**src/rtl/clk_freq_meter.sv**
```systemverilog
// Measures period/high time of an asynchronous square wave, gated edge
// frequency, and a loss-of-signal flag, all in the CLK100MHZ domain.
module clk_freq_meter #(
  parameter int CNT_W          = 32,
  parameter int GATE_CYCLES    = 100_000_000,
  parameter int TIMEOUT_CYCLES = 200_000_000
) (
  input  logic             CLK100MHZ,
  input  logic             reset,
  input  logic             sig_in,
  output logic [CNT_W-1:0] period_cycles,
  output logic [CNT_W-1:0] high_cycles,
  output logic             period_valid,
  output logic [CNT_W-1:0] freq_hz,
  output logic             freq_valid,
  output logic             no_signal
);

  localparam logic [0:0] WAIT_FIRST = 1'b0;
  localparam logic [0:0] MEASURE    = 1'b1;

  localparam logic [CNT_W-1:0] CNT_MAX  = '1;
  localparam logic [CNT_W-1:0] CNT_ONE  = CNT_W'(1);
  localparam logic [CNT_W-1:0] GATE_END = CNT_W'(GATE_CYCLES - 1);
  localparam logic [CNT_W-1:0] TIMEOUT  = CNT_W'(TIMEOUT_CYCLES);

  logic             sync0, sync1, hist;
  logic             rise, fall;
  logic [0:0]       state;
  logic [CNT_W-1:0] per_cnt, hi_cnt, hi_hold;
  logic             fell;
  logic [CNT_W-1:0] gate_cnt, edge_cnt;

  assign rise = sync1 & ~hist;
  assign fall = ~sync1 & hist;

  always_ff @(posedge CLK100MHZ) begin
    if (reset) begin
      sync0         <= 1'b0;
      sync1         <= 1'b0;
      hist          <= 1'b0;
      state         <= WAIT_FIRST;
      per_cnt       <= '0;
      hi_cnt        <= '0;
      hi_hold       <= '0;
      fell          <= 1'b0;
      gate_cnt      <= '0;
      edge_cnt      <= '0;
      period_cycles <= '0;
      high_cycles   <= '0;
      period_valid  <= 1'b0;
      freq_hz       <= '0;
      freq_valid    <= 1'b0;
      no_signal     <= 1'b1;
    end else begin
      sync0        <= sig_in;
      sync1        <= sync0;
      hist         <= sync1;
      period_valid <= 1'b0;
      freq_valid   <= 1'b0;

      if (per_cnt != CNT_MAX) per_cnt <= per_cnt + CNT_ONE;
      if (sync1 && hi_cnt != CNT_MAX) hi_cnt <= hi_cnt + CNT_ONE;

      if (fall) begin
        hi_hold <= hi_cnt;
        fell    <= 1'b1;
      end

      // A rise overrides the increments above; fell gates whether hi_hold
      // belongs to the period that is closing.
      if (rise) begin
        no_signal <= 1'b0;
        if (state == MEASURE) begin
          period_cycles <= per_cnt;
          high_cycles   <= fell ? hi_hold : per_cnt;
          period_valid  <= 1'b1;
        end
        state   <= MEASURE;
        per_cnt <= CNT_ONE;
        hi_cnt  <= CNT_ONE;
        fell    <= 1'b0;
      end else if (state == MEASURE && per_cnt == TIMEOUT) begin
        no_signal <= 1'b1;
        state     <= WAIT_FIRST;
      end

      // A rise on the last gate cycle is folded into the closing result.
      if (gate_cnt == GATE_END) begin
        gate_cnt   <= '0;
        edge_cnt   <= '0;
        freq_valid <= 1'b1;
        freq_hz    <= (edge_cnt == CNT_MAX) ? edge_cnt : edge_cnt + CNT_W'(rise);
      end else begin
        gate_cnt <= gate_cnt + CNT_ONE;
        if (rise && edge_cnt != CNT_MAX) edge_cnt <= edge_cnt + CNT_ONE;
      end
    end
  end

endmodule

```
**config.mk**
```make
export PLATFORM = sky130hd
export DESIGN_NAME = clk_freq_meter
export DESIGN_NICKNAME = d
export VERILOG_FILES = /design/src/rtl/clk_freq_meter.sv
export SDC_FILE = /design/constraint.sdc
export NUM_CORES = 1
export LEC_CHECK = 0
export BUFFER_PORTS_ARGS = -buffer_cell sky130_fd_sc_hd__buf_4
export CORE_ASPECT_RATIO = 0.7
export CORE_UTILIZATION = 54
export DETAILED_ROUTE_END_ITERATION = 16
export PLACE_DENSITY_LB_ADDON = 0.3
export SETUP_SLACK_MARGIN = 0.1
export SLEW_MARGIN = 40
export SYNTH_ARGS = -nofsm -noshare
export SYNTH_HDL_FRONTEND = slang
export SYNTH_SLANG_ARGS = --single-unit
export TNS_END_PERCENT = 50
```
**constraint.sdc**
```tcl
create_clock -name CLK100MHZ -period 2.1 [get_ports CLK100MHZ]
set_input_delay 0 -clock CLK100MHZ [delete_from_list [all_inputs] [get_ports CLK100MHZ]]
set_output_delay 0 -clock CLK100MHZ [all_outputs]
set_load 0.02 [all_outputs]
```
After elaboration in Yosys (flattened, before gate mapping)

Index checks and enable logic that the tools add are counted.

Flip-flop bits (word level): 264
Input bits: 3
Word-level logic and storage cells: 56

Add/subtract/negate cells: 5
Equality and inequality tests: 6
Multiplexer cells: 12
Bitwise operators: 5
Reduce and logical (&&, ||, !) cells: 10

Operators with widths:

| kind                    | number |
|---|---|
| $add A32 B1 Y32 const B | 4 |
| $ne A32 B32 Y1 const B  | 3 |
| $mux W32                | 2 |
| $add A32 B1 Y32         | 1 |
| $eq A32 B27 Y1 const B  | 1 |
| $eq A32 B28 Y1 const B  | 1 |
| $eq A32 B32 Y1 const B  | 1 |
| $mux W1                 | 10 |
| $reduce_bool A2 Y1      | 3 |
| $reduce_or A2 Y1        | 3 |
| $logic_and A1 B1 Y1     | 3 |
| $not A1 Y1              | 3 |
| $and A1 B1 Y1           | 2 |
| $reduce_and A2 Y1       | 1 |

Longest topological paths before layout

Gate-level depths: netlist of the first run.

Depth after elaboration: 4
Mapped depth: 12
Gate-level depth less buffers: 10

Least setup slack after synthesis of the first run

OpenSTA, ideal clock, no wires.

Path type: register to register
From: reg hist
To: reg freq_hz[30]
Library setup time: 0.127 ns
Arrival time: 2.167 ns
Setup slack: -0.194 ns
Cell stages (with the launch flop): 12
Buffers on the path: 2
Period minus slack after synthesis: 2.294 ns
Path through: dfxtp_1 > nand2b_1 > clkbuf_1 > inv_1 > buf_2 > ha_1 > ha_1 > inv_1 > or3_1 > nor4_1 > xnor2_1 > o2bb2ai_1

Word-level cells in the longest chain between the ends: 4

Ends and longest elaborated chain:

| item                   | line | RTL |
|---|---|---|
| start, declared        | 27   | `logic sync0, sync1, hist;` |
| start signal, assigned | 58   | `hist <= sync1;` |
| $not A1 Y1             | 34   | `assign rise = sync1 & ~hist;` |
| $and A1 B1 Y1          | 34   |  |
| net rise               | 28   | `logic rise, fall;` |
| $add A32 B1 Y32        | 93   | `freq_hz <= (edge_cnt == CNT_MAX) ? edge_cnt : edge_cnt + CNT_W'(rise);` |
| $mux W32               | 93   |  |
| end signal, assigned   | 93   |  |
| end, declared          | 14   | `output logic [CNT_W-1:0] freq_hz,` |

The timed path passes the listed nets, and every way through them passes these cells.
A chain may end at the register's enable or synchronous reset.

Worst setup path in the final report of the first run

From: reg edge_cnt[21]
To: reg freq_hz[21]

Word-level cells in the longest chain between the ends: 2

Ends and longest elaborated chain:

| item                                                     | line | RTL |
|---|---|---|
| start, declared                                          | 32   | `logic [CNT_W-1:0] gate_cnt, edge_cnt;` |
| start signal, assigned                                   | 96   | `if (rise && edge_cnt != CNT_MAX) edge_cnt <= edge_cnt + CNT_ONE;` |
| $add A32 B1 Y32 / $eq A32 B32 Y1 (equally long branches) | 93   |  |
| $mux W32 (*)                                             | 93   |  |

Mark *: on every way between the ends. The rest lies on a longest branch, timed or not.

==> results of run 1 <==
-- logic make-up (layout without fill, tap and decap cells) --
group,count (synthesis),count (layout),synth area share [%]
simple gates,638,638,26.6
flops,264,264,46.0
compound gates,163,163,9.27
xor+xnor,140,140,10.7
buf+inv,103,329,3.68
mux,35,35,3.05
fa+ha+maj,7,7,0.762
-- metal layers --
layer	GRT usage [%]	wire length, µm	vias up
li1	-	-	5072
met1	44.0	15300	5020
met2	40.9	13900	425
met3	5.31	3120	67
met4	5.17	620	0
met5	0	0	-
-- flip-flops by register name, summed over array words and instances (netlist names) --
register / cells
no_signal: 1
edge_cnt: 32
state: 1
sync1: 1
high_cycles: 32
per_cnt: 32
period_cycles: 32
gate_cnt: 32
hi_cnt: 32
fell: 1
hist: 1
freq_hz: 32
sync0: 1
period_valid: 1
freq_valid: 1
hi_hold: 32
-- layout make-up --
| type | instances | area share, % |
|---|---|---|
| multi-input cells | 983 | 41.8 |
| flip-flops and latches | 264 | 35.4 |
| repair buffers | 272 | 15.0 |
| clock buffers | 37 | 4.94 |
| well taps | 276 | 2.30 |
| inverters | 14 | 0.350 |
| clock inverters | 6 | 0.233 |
-- worst paths after layout --
check | startpoint | cells after the start | endpoint
worst max register to register | edge_cnt[21] | 9 | freq_hz[21]
worst min-delay path | sig_in | 3 | sync0
worst min register to register | gate_cnt[0] | 1 | gate_cnt[0]
worst max-delay path | edge_cnt[21] | 9 | freq_hz[21]
-- what timing repair did --
action	4_1_cts	5_1_grt
gates resized for setup	20	101
cloned	1	2
hold buffers	2	0
pin swaps	6	59
setup buffers	1	15
endpoints found under the setup margin	107	117
endpoints found under the hold margin	6	0
-- Yosys cell counts, types with 2 or more instances --
master | count | area (µm²)
buf_2 | 18 | 90.1
clkbuf_1 | 61 | 229
or3_1 | 10 | 62.6
nor2_1 | 184 | 691
a31oi_1 | 2 | 12.5
clkbuf_2 | 2 | 10.0
and2_1 | 11 | 68.8
a311oi_1 | 2 | 17.5
or4_1 | 5 | 37.5
o21ai_0 | 6 | 30.0
a21oi_1 | 75 | 375
a211oi_1 | 35 | 263
nor4b_1 | 6 | 52.6
nand2b_1 | 6 | 37.5
nor4_1 | 14 | 87.6
xnor2_1 | 61 | 534
and4_1 | 16 | 140
or2_2 | 3 | 18.8
o211ai_1 | 3 | 22.5
mux2i_1 | 35 | 350
nor3b_1 | 2 | 15.0
nand3b_1 | 3 | 22.5
nor3_1 | 36 | 180
inv_1 | 14 | 52.6
and3_1 | 28 | 175
dfxtp_1 | 264 | 5290
xor2_1 | 79 | 692
buf_1 | 6 | 22.5
nand3_1 | 67 | 335
nand2_1 | 187 | 702
o2bb2ai_1 | 32 | 280
nand4_1 | 45 | 282
nor2b_1 | 4 | 25.0
ha_1 | 7 | 87.6
-- worst max-delay path, stage by stage (launching register included) --
cell       delay [ns]
dfxtp_2          0.34
nand4_1          0.24
buf_4            0.24
nor4_4           0.19
buf_4            0.18
and3_4           0.24
clkbuf_16        0.16
nor3_1           0.06
xnor2_1          0.20
o2bb2ai_1        0.11
-- where the power goes --
part	leakage (nW)	internal (mW)	switching [mW]
Combinational	2.93	0.108	0.195
Sequential	2.14	5.03	0.0219
Clock	0.378	2.44	1.90
Total	5.45	7.58	2.11
-- metrics by stage --
step                      cells  power [mW]
after global placement     1788        5.43
after CTS                  1835        9.72
final                      1852        9.69
after floorplan            1350        5.33
after global routing       1852        9.99
after detailed placement   1788        5.44
==> metrics.txt, run 1 <==
layout cells sized above 1=a little over a quarter; Synth Flop Type=dfxtp_1; nets=1571; GR Overflow Total=0; vias in the first global route=slightly above 9000; Pre-antenna DRT Iters=5; worst-path fanout max=4; ys async rst share=0%; leakage=about 5.4 nW; IO buf count=between 100 and 150; Sink Count=264; initial drt markers=between 900 and 1000; aggregate routed wire length=~33000 µm; clock-pin slew on the worst setup and hold paths=approximately 0.060 ns; post-DR wirelength/cell=17.7 µm; Slew @ Worst Pin=between 0.6 and 0.7 ns; design area=around 15000 µm²; Multi-input gate area=6280 µm²; Tot GR Track Use=approximately 29%; DP Worst Slack=-0.0222 ns; Clock Path Buffers=3; Reg area=~5300 µm²; fin util=72.2%; CTS H-tree lvls=1; Hold Slack=0.251 ns; area of the mapped netlist=between 10000 and 15000 µm²; Hold Vio Cnt, Final=0; outcome=finished, final reports clean; Num CTS Buffers=26; initial core utilization=55.2%; Fmax achieved=~480 MHz; Post-DP Area=between 10000 and 15000 µm²; vias per inst=5.71; Die X=~180 µm; Detailed Place HPWL=around 23000 µm; Clock Skews=~0.010 ns; class of the worst hold path=input port to flip-flop; Yosys warnings=0; RSZ-0062 raised after global routing=yes; Final ANT Viol Nets=0; synthesized area per cell=between 8 and 9 µm²; Post-Synthesis Cells=roughly 1400; Syn-to-layout area delta=30.8%; CP Capture Type=flip-flop; Chip Height=around 120 µm; setup slack after layout=0.00878 ns; n_diodes=0; Power Density=about 640 nW/µm²; Slew Viols, Final=0; antenna violations before repair=1; R2R setup slack=roughly 0.0088 ns; final-layout fill cell count=roughly 1600; sequential fraction of the synthesis area=a little under half; Worst EP arrival=about 2.5 ns; Ports=102; Setup crit start kind=flip-flop; RePlAce Congestion=0.941; first-pass GRT wire length=49300 µm; number of synthesized register bits=approximately 260; die area=between 20000 and 25000 µm²; FP Rows=44; critical path type=flip-flop to flip-flop; Post-synth EDFFs=0; CP required=approximately 2.5 ns; post-layout minimum cycle time=about 2.1 ns; Distinct cells, synth=55; CTS tree=yes; commonest non-fill, non-tap cells in the layout=248 x buf_4, 240 x dfxtp_1, 187 x nand2_1, 175 x nor2_1, 77 x xor2_1; largest net degree at the start of global routing=71; setup_tns=0 ns; insertion delay to the later sink of the worst-skew pair=approximately 0.53 ns; core footprint=approximately 21000 µm²; VDD IR max=between 0.6 and 0.7 mV; DRC viols=0; Slew headroom=roughly 53%; root buffer cell=clkbuf_16; endpoints failing setup=0; vias=10584; max cap viols=0; post-synth net total=between 1000 and 1500; fin crit share=about 100%; commonest non-fill, non-tap cell in the layout=buf_4
Power figures use the tool's default switching activity.
==> inputs of run 2 (changes only) <==
- CORE_UTILIZATION: 54 -> 55
- clock period: 2.1 -> 2.4 ns (I/O delays scaled with it)
==> metrics.txt, run 2 (synthesis gave the netlist of run 1 again) <==
Pre-antenna DRT Iters=5 (unchanged); R2R setup slack=0.18 ns (+0.17 ns); CTS H-tree lvls=1 (unchanged); outcome=finished, final reports clean; critical path type=flip-flop to flip-flop; Tot GR Track Use=28.0% (-0.51 points); endpoints failing setup=0 (unchanged); clock-pin slew on the worst setup and hold paths=0.06 ns (about the same); Detailed Place HPWL=21200 µm (-5.7%); Slew headroom=49.1% (-4.1 points); antenna violations before repair=1 (unchanged); root buffer cell=clkbuf_16; Clock Skews=0.00981 ns (-0.000577 ns); Logic pwr share=2.6% (-0.5 points); Reg power frac=49.5% (-2.6 points); Hold Vio Cnt, Final=0 (unchanged); CTS tree=yes; Final ANT Viol Nets=0 (unchanged); Clk pwr share=47.9% (+3.2 points); leakage=5.02 nW (-7.9%); Power Density=641 nW/µm² (-0.67%); vias=10087 (-4.7%); largest net degree at the start of global routing=53 (-25%); CP required=2.80 ns (+0.30 ns); vias in the first global route=9000 (-3.2%); FP Rows=43 (-2.3%); Ports=102 (unchanged); fin crit share=92.6% (-7.0 points); initial drt markers=783 (-21%); IO buf count=101 (unchanged); crit-path cells=nand2b_1, inv_1, ha_1, ha_1, inv_1, or3_1, nor3_1, xnor2_1, o2bb2ai_1; post-DR wirelength/cell=17.0 µm (-4.3%); initial core utilization=57.1% (+1.9 points); die area=21500 µm² (-1.8%); sw power=1.90 mW (-10%); Power Internal=7.04 mW (-7.1%); aggregate routed wire length=30200 µm (-8.2%); Slew Viols, Final=0 (unchanged); Syn-to-layout area delta=21.4%; final-layout fill cell count=1637 (+4.3%); sw frac=21.2% (-0.55 points); RSZ-0062 raised after global routing=yes; Clock Path Buffers=3 (unchanged); RePlAce Congestion=0.983 (+4.5%); commonest non-fill, non-tap cells in the layout=262 x dfxtp_1, 190 x buf_4, 187 x nand2_1, 183 x nor2_1, 79 x xor2_1; layout cells sized above 1=17.3% (-9.1 points); Die X=175 µm (-0.90%); VDD IR max=0.466 mV (-31%); Multi-input gate area=5820 µm² (-7.3%); Worst EP arrival=2.63 ns (+0.14 ns); Slew @ Worst Pin=0.760 ns (+0.0616 ns); Setup crit start kind=flip-flop; nets=1497 (-4.7%); n_diodes=0 (unchanged); Chip Height=123 µm (-0.90%); post-layout minimum cycle time=2.22 ns (+0.131 ns); Fmax achieved=450 MHz (-5.9%); vias per inst=5.68 (-0.62%); worst-path fanout max=5 (+1); DRC viols=0 (unchanged); Post-DP Area=13000 µm² (-4.1%); max cap viols=0 (unchanged); first-pass GRT wire length=48000 µm (-2.5%); design area=14000 µm² (-7.1%); Num CTS Buffers=26 (unchanged); critical path's largest stage delay=0.52 ns (+0.18 ns); commonest non-fill, non-tap cell in the layout=dfxtp_1; insertion delay to the later sink of the worst-skew pair=0.53 ns (about the same); class of the worst hold path=input port to flip-flop; Sink Count=264 (unchanged); CP Capture Type=flip-flop; core footprint=20100 µm² (-3.3%); GR Overflow Total=0 (unchanged); Reg area=5290 µm² (-0.61%); setup_tns=0 ns (unchanged); Crit-path slowest cell=or3_1
## run 2: routing by layer
metal / routed length [µm] / track usage, %
met1: 14800 / 43.4
met3: 2780 / 6.58
met5: 8 / 0
met2: 12000 / 38.8
met4: 539 / 6.03
## run 2: stage by stage
step | instances | power (mW) | worst slack, ns | util, % | hold WS, ns
final | 1776 | 8.94 | 0.178 | 69.4 | 0.244
after global routing | 1776 | 9.22 | 0.0415 | 69.4 | 0.269
after CTS | 1774 | 9.00 | 0.149 | 69.1 | 0.231
after detailed placement | 1725 | 4.75 | 0.155 | 64.5 | 0.240
after global placement | 1725 | 4.74 | 0.244 | 64.5 | 0.220
after floorplan | 1350 | 4.66 | 0.106 | - | 0.128
## run 2: worst paths after layout
check / start / endpoint / depth (start not counted)
max: hist / freq_hz[28] / 9
min: sig_in / sync0 / 3
max reg2reg: hist / freq_hz[28] / 9
min reg2reg: gate_cnt[0] / gate_cnt[0] / 1
## run 2: area by class of cell
cell class                      instances  area share (%)
Inverter                               14           0.376
Multi-Input combinational cell        983            41.7
Tap cell                              270            2.42
Timing Repair Buffer                  198            11.1
Clock buffer                           37            5.54
Clock inverter                         10           0.968
Sequential cell                       264            37.9
## run 2: what timing repair did
action                                  CTS  global route
endpoints found under the setup margin    0            75
hold buffers                              2             0
hold endpoints to repair                 24             0
gates resized for setup                   0            10
buffers inserted                          0             2
## run 2: power groups by stage
stage / Combinational [mW] / Sequential (mW) / Clock (mW)
after floorplan: 0.137 / 4.53 / 0
after global placement: 0.218 / 4.52 / 0
after detailed placement: 0.223 / 4.52 / 0
after CTS: 0.228 / 4.43 / 4.34
after global routing: 0.251 / 4.43 / 4.54
final: 0.231 / 4.43 / 4.28
## run 2: critical path, delay by kind of cell (launching register included)
kind | cells | cell delay, ns
simple gates | 3 | 0.99
xor+xnor | 1 | 0.17
buf+inv | 2 | 0.16
compound gates | 1 | 0.08
fa+ha+maj | 2 | 0.40
flops | 1 | 0.31
